`config.mk`:
```
export PLATFORM = sky130hd
export DESIGN_NAME = i2s_adc_receiver
export DESIGN_NICKNAME = d
export VERILOG_FILES = /design/src/rtl/audio_pkg.sv /design/src/rtl/sync_ff.sv /design/src/rtl/i2s_adc_receiver.sv
export SDC_FILE = /design/constraint.sdc
export NUM_CORES = 1
export LEC_CHECK = 0
export CAP_MARGIN = 20
export CORE_UTILIZATION = 40
export DETAILED_ROUTE_END_ITERATION = 10
export SLEW_MARGIN = 20
export SYNTH_ARGS = -nofsm -noshare
export SYNTH_HDL_FRONTEND = slang
export SYNTH_SLANG_ARGS = --single-unit
```
`constraint.sdc`:
```
create_clock -name Clk -period 2.12 [get_ports Clk]
set_input_delay 0.636 -clock Clk [delete_from_list [all_inputs] [get_ports Clk]]
set_output_delay 0.636 -clock Clk [all_outputs]
set_load 0.01 [all_outputs]
```
`src/rtl/audio_pkg.sv`:
```
// Shared types for the WM8731 audio link.
// Receiver state, channel tag and default word width.
package audio_pkg;

  localparam int I2S_WIDTH = 16;

  typedef enum logic [1:0] {
    S_SYNC,
    S_SHIFT,
    S_HOLD
  } rx_state_t;

  typedef enum logic {
    CH_L,
    CH_R
  } chan_t;

endpackage

```
`src/rtl/sync_ff.sv`:
```
// Multi-flop synchronizer for one asynchronous codec pin.
// Clears to 0 on synchronous reset.
module sync_ff #(
  parameter int STAGES = 2
) (
  input  logic clk,
  input  logic reset,
  input  logic d,
  output logic q
);

  logic [STAGES-1:0] ff;

  always_ff @(posedge clk) begin
    if (reset) ff <= '0;
    else       ff <= {ff[STAGES-2:0], d};
  end

  assign q = ff[STAGES-1];

endmodule

```
`src/rtl/i2s_adc_receiver.sv`:
```
// I2S ADC receiver: oversampled codec pins to parallel stereo
// samples in the system clock domain.
module i2s_adc_receiver
  import audio_pkg::*;
#(
  parameter int WIDTH       = I2S_WIDTH,
  parameter int SYNC_STAGES = 2
) (
  input  logic             Clk,
  input  logic             Reset,
  input  logic             AUD_BCLK,
  input  logic             AUD_ADCLRCK,
  input  logic             AUD_ADCDAT,
  output logic [WIDTH-1:0] LDATA,
  output logic [WIDTH-1:0] RDATA,
  output logic             sample_valid,
  output logic             frame_error
);

  localparam int CW = $clog2(WIDTH + 1);

  logic bclk_s, lrck_s, dat_s;
  logic bclk_prev, lrck_prev;
  logic bclk_rise, lrck_edge;

  rx_state_t      state, state_nx;
  chan_t          chan, chan_nx;
  logic [CW-1:0]  bit_cnt, cnt_nx;
  logic [WIDTH-1:0] shift_q, shift_nx;
  logic [WIDTH-1:0] left_hold, hold_nx;
  logic           left_ok, left_ok_nx;
  logic [WIDTH-1:0] ldata_nx, rdata_nx;
  logic           valid_nx, err_nx;
  logic [WIDTH-1:0] word;
  logic [CW-1:0]  cnt_inc;

  sync_ff #(.STAGES(SYNC_STAGES)) u_sync_bclk (
    .clk(Clk), .reset(Reset), .d(AUD_BCLK), .q(bclk_s)
  );

  sync_ff #(.STAGES(SYNC_STAGES)) u_sync_lrck (
    .clk(Clk), .reset(Reset), .d(AUD_ADCLRCK), .q(lrck_s)
  );

  sync_ff #(.STAGES(SYNC_STAGES)) u_sync_dat (
    .clk(Clk), .reset(Reset), .d(AUD_ADCDAT), .q(dat_s)
  );

  assign bclk_rise = bclk_s & ~bclk_prev;
  assign lrck_edge = bclk_rise & (lrck_s != lrck_prev);
  assign word      = {shift_q[WIDTH-2:0], dat_s};
  assign cnt_inc   = (bit_cnt == CW'(WIDTH)) ? bit_cnt
                                             : bit_cnt + 1'b1;

  always_ff @(posedge Clk) begin
    if (Reset) begin
      bclk_prev <= 1'b0;
      lrck_prev <= 1'b0;
    end else begin
      bclk_prev <= bclk_s;
      if (bclk_rise) lrck_prev <= lrck_s;
    end
  end

  always_ff @(posedge Clk) begin
    if (Reset) begin
      state        <= S_SYNC;
      chan         <= CH_L;
      bit_cnt      <= '0;
      shift_q      <= '0;
      left_hold    <= '0;
      left_ok      <= 1'b0;
      LDATA        <= '0;
      RDATA        <= '0;
      sample_valid <= 1'b0;
      frame_error  <= 1'b0;
    end else begin
      state        <= state_nx;
      chan         <= chan_nx;
      bit_cnt      <= cnt_nx;
      shift_q      <= shift_nx;
      left_hold    <= hold_nx;
      left_ok      <= left_ok_nx;
      LDATA        <= ldata_nx;
      RDATA        <= rdata_nx;
      sample_valid <= valid_nx;
      frame_error  <= err_nx;
    end
  end

  always_comb begin
    state_nx   = state;
    chan_nx    = chan;
    cnt_nx     = bit_cnt;
    shift_nx   = shift_q;
    hold_nx    = left_hold;
    left_ok_nx = left_ok;
    ldata_nx   = LDATA;
    rdata_nx   = RDATA;
    valid_nx   = 1'b0;
    err_nx     = 1'b0;
    unique case (state)
      S_SYNC: begin
        if (lrck_edge && !lrck_s) begin
          state_nx   = S_SHIFT;
          chan_nx    = CH_L;
          cnt_nx     = '0;
          shift_nx   = '0;
          left_ok_nx = 1'b0;
        end
      end
      S_SHIFT: begin
        if (lrck_edge) begin
          // Channel ended early: drop the whole frame in progress.
          err_nx     = 1'b1;
          left_ok_nx = 1'b0;
          hold_nx    = '0;
          shift_nx   = '0;
          cnt_nx     = '0;
          chan_nx    = CH_L;
          state_nx   = lrck_s ? S_SYNC : S_SHIFT;
        end else if (bclk_rise) begin
          shift_nx = word;
          cnt_nx   = cnt_inc;
          if (bit_cnt == CW'(WIDTH - 1)) begin
            state_nx = S_HOLD;
            if (chan == CH_L) begin
              hold_nx    = word;
              left_ok_nx = 1'b1;
            end else begin
              if (left_ok) begin
                ldata_nx = left_hold;
                rdata_nx = word;
                valid_nx = 1'b1;
              end
              left_ok_nx = 1'b0;
            end
          end
        end
      end
      S_HOLD: begin
        if (lrck_edge) begin
          state_nx = S_SHIFT;
          chan_nx  = lrck_s ? CH_R : CH_L;
          cnt_nx   = '0;
          shift_nx = '0;
        end
      end
      default: state_nx = S_SYNC;
    endcase
  end

endmodule

```
==> results.md, run 1 <==
- The count of cell types in the netlist is 46.
- Summing internal, switching and leakage power gives 0.00274 W.
- Traced cell by cell, the critical path runs through ha_2, and3_1, ha_1, nand3b_1, or4_4, buf_12, nand2_1, a21oi_1.
- The reported max-cap violation count is 0.
- The H-tree generated during clock tree synthesis spans 3 levels.
- The part of the Yosys area used for sequential elements is around half.
- The path class of the tightest hold or removal check is reg2reg.
- The power per unit of standard cell area is 677 nW/µm².
- The later-pin clock latency in the skew report is 350 ps.
- The maximum fanout along the worst path is 28.
- The synthesis-to-layout area growth is 21.9%.
- In this run, the number of DRC markers left after iteration 0 of detailed routing was just under 90.
- The starting utilization of the core area is approximately 42%.
- The flow ran to the end, and the final reports show no timing, DRC or antenna violations.
- The startpoint of the worst hold path is u_sync_bclk.ff[0].
- For the final database, setup skew stands at 7.41 ps.
- The clock network is responsible for just over 40% of the overall power.
- Among cell families on the critical path, the largest total delay comes from simple AND/OR/NAND/NOR gates.
- The startpoint identified for the worst register-to-register timing path is bit_cnt[0].
- The critical path data arrival time is between 2000 and 2500 ps.
- The net switching share of the total power is 21.8%.
- For the worst setup path, the data required time is 2350 ps.
- The number of cells on the worst reg-to-reg path is 8.
- The critical path endpoint category is a flip-flop.
- The top-level I/O count is 39.
- The shortest period the worst path allows is 1960 ps.
- The first global-routing pass estimated about 12000 µm of wire.
- The clock sink count is 82.
- The largest total area in the synthesized netlist belongs to sky130_fd_sc_hd__dfxtp_1.
- The CTS tree is yes.
- The die is 93.1 µm tall.
- Per report_power, the sequential group accounts for 56.6% of the total.
- For this design, the slowest cell found on the critical path is sky130_fd_sc_hd__or4_4.
- The number of clock buffers inserted by TritonCTS is 9.
- Counting every instance in the synthesized netlist gives 381.
- Across the VDD grid, the largest voltage drop is 506 µV.
- The post-route fraction of the period consumed by the critical path is 92.6%.
- In the post-synthesis netlist, the biggest area contributors are sky130_fd_sc_hd__dfxtp_1 49%, sky130_fd_sc_hd__nand2_1 11%, sky130_fd_sc_hd__a21oi_1 7.8%.
- The final count of pins violating max slew is 0.
- After synthesis, the mean cell area works out to 8.71 µm².
- Summed over all cells, the static leakage comes to 1.32 nW.
- The number of hold violations in the final report is 0.
- The worst setup path category is reg2reg.
- After clock tree synthesis, the clock-pin slew on the worst setup and hold paths is 80 ps.
- The cell count of the worst hold path is 1.
- The post-CTS setup repair buffer count is 0.
- The top flip-flop cell by instance count after synthesis is sky130_fd_sc_hd__dfxtp_1.
- The number of global-route vias before repair is 2472.
- The count of nets left with antenna violations after detail routing is 0.
- The total congestion overflow is 0.
- The number of nets produced by synthesis is 389.
- The synthesis warning total is 0.
- The biggest cell delay along the critical path is 550 ps.
- The number of fill cells in the layout is 793.
- The final routed wire length divided by cell count is 13.1 µm.
- Across all layers, the routed design uses 2625 vias.
- The final number of setup-violating endpoints is 0.
- The number of enable-type register cells in the synthesized netlist is 0.
- The switching power summed over all nets is 0.000597 W.
- Before antenna repair, the detailed router went through 6 iterations.
- The internal power consumption is roughly 0.0021 W.
- The global-route usage over all layers is 17.6%.
- After floorplanning, the core was divided into 32 placement rows.
- The per-cell via count in the routed design is 5.00.
- The number of nets in the finished design is 427.
- The number of buffers between clock root and the deepest sink is 2.
- The commonest cells after synthesis are 100 x sky130_fd_sc_hd__nand2_1, 82 x sky130_fd_sc_hd__dfxtp_1, 52 x sky130_fd_sc_hd__a21oi_1.
- Entering global routing, the biggest net connects 84 pins.
- The post-synthesis instance area is 3320 µm².
- The flip-flop and latch count after synthesis is about 80.
- Of the post-synthesis cell area, the dominant cell type holds 49.5%.
- The slew at the pin closest to its max-slew limit is 496 ps.
- The core footprint is 7890 µm².
- In this run the clock root is driven by a sky130_fd_sc_hd__clkbuf_8.
- The count of input and output buffers is 38.
- The number of antenna violations at the first check in global routing is 0.
- Of the total power, combinational logic draws 2.7%.
- The final sum of negative setup slack is 0 ps.
- After legalization and detailed placement, the total HPWL measured 4680 µm.
- The post-route netlist has 10.4% of its cells at a drive strength greater than 1.
- The worst hold path terminates at u_sync_bclk.ff[1].
- Counting both buffers and inverters, the worst setup path holds a total of 1.
- Setup repair after global routing left no endpoint under its margin.
- For this block, the routed nets add up to about 6900 µm of wire.
- The floorplan step set the die width to slightly above 90 µm.
- The repair_antennas step left the layout with diodes totalling 0.
- The worst register-to-register path ends at RDATA[4].
- Static timing analysis puts the maximum clock frequency at 0.510 GHz.
- The worst-case headroom to the max-slew limit is 66.9%.
- For flop-to-flop paths, the worst setup slack is around 160 ps.
- STA classifies the critical path startpoint as a flip-flop.
- The most common cell in the netlist is sky130_fd_sc_hd__nand2_1.
- The die area is between 8000 and 9000 µm².
- Counting flops with an async set or reset pin after synthesis yields a share of 0%.
- The final estimated routing congestion in global placement is 0.827.
- The post-detailed-route DRC marker count is 0.
-- routing by layer --
metal  GRT usage [%]  part of all wire (%)  vias to the layer above
met5               0                     0                        -
met4            5.26                   1.1                        0
met3            4.96                   3.5                        6
met2            28.6                    47                       42
met1            22.7                    49                     1213
li1                -                     -                     1364
-- worst max-delay path by stage --
stage / from / to / slack, ps / cells after the start
floorplan: bit_cnt[0] / LDATA[0] / 100 / 9
global placement: bit_cnt[0] / RDATA[3] / 170 / 8
detailed placement: bit_cnt[1] / RDATA[13] / 100 / 8
CTS: bit_cnt[1] / RDATA[9] / 90 / 8
global route: bit_cnt[0] / LDATA[1] / 20 / 8
finish: bit_cnt[0] / RDATA[4] / 160 / 8
-- timing repair --
action                     in CTS  in global routing
hold buffers                    0                  0
resized for setup               0                  5
setup endpoints to repair       0                 32
-- layout make-up --
class                   instances  area, µm²  area share, %
clock buffers                  10        138           3.40
clock inverters                 5       53.8           1.33
inverters                       5       18.8          0.464
multi-input cells             267       1520           37.7
flip-flops and latches         82       1640           40.6
well taps                     102        128           3.15
repair buffers                 54        541           13.4
-- worst register-to-register path: cells and delay by family, from the launching register on --
kind	cells	cell delay, ps
adder cells (fa/ha/maj)	2	340
flip-flops	1	360
AND/OR/NAND/NOR	4	890
AO/OA/AOI/OAI	1	60
buffers and inverters	1	180
-- cell usage in the layout (no fill, tap or decap), types with 7 or more instances in the layout --
master,instances
sky130_fd_sc_hd__dfxtp_1,81
sky130_fd_sc_hd__clkdlybuf4s50_1,37
sky130_fd_sc_hd__buf_4,11
sky130_fd_sc_hd__clkbuf_8,10
sky130_fd_sc_hd__nor2b_1,10
sky130_fd_sc_hd__a21oi_1,52
sky130_fd_sc_hd__mux2i_1,16
sky130_fd_sc_hd__nand2b_1,18
sky130_fd_sc_hd__o21ai_0,7
sky130_fd_sc_hd__nand4_1,15
sky130_fd_sc_hd__nand2_1,100
-- sequential cells by signal, indices dropped and copies added (netlist names) --
name            flops
RDATA              16
left_ok             1
left_hold          16
sample_valid        1
bclk_prev           1
bit_cnt             5
state               2
chan                1
LDATA              16
u_sync_lrck.ff      2
frame_error         1
lrck_prev           1
shift_q            15
u_sync_bclk.ff      2
u_sync_dat.ff       2
-- power by group through the flow --
stage          clock, W  combinational, W  sequential, W
2_1_floorplan         0         0.0000507        0.00158
3_3_place_gp          0         0.0000757        0.00159
3_5_place_dp          0         0.0000753        0.00159
4_1_cts         0.00115         0.0000757        0.00155
5_1_grt         0.00122         0.0000820        0.00155
6_report        0.00111         0.0000752        0.00155
-- cells by family (layout without fill, tap and decap cells) --
family / Yosys count / count (layout) / synth area share [%]
buf+inv: 32 / 74 / 4.79
simple gates: 172 / 172 / 25.8
mux: 17 / 17 / 5.17
fa+ha+maj: 3 / 3 / 1.13
xor+xnor: 2 / 2 / 0.754
flops: 82 / 82 / 49.5
compound gates: 73 / 73 / 12.9
-- stage by stage --
stage          utilization [%]  std cells  hold WS, ps  cell area [µm²]  worst slack (ps)
2_1_floorplan                -        381          414             3320               105
3_3_place_gp              48.7        510          418             3840               169
3_5_place_dp              48.7        510          428             3840              98.7
4_1_cts                   51.1        525          449             4030              85.6
5_1_grt                   51.3        525          461             4050              16.5
6_report                  51.3        525          444             4050               158
No activity file was read; power rests on OpenSTA's default activity.
==> run 2: changes to the inputs <==
--- a/config.mk
+++ b/config.mk
@@ -8,6 +8,7 @@
 export CAP_MARGIN = 20
 export CORE_UTILIZATION = 40
 export DETAILED_ROUTE_END_ITERATION = 10
+export SKIP_CTS_REPAIR_TIMING = 1
 export SLEW_MARGIN = 20
 export SYNTH_ARGS = -nofsm -noshare
 export SYNTH_HDL_FRONTEND = slang
==> results of run 2 <==
Final layout, timing and power as in run 1 (identical DEF).
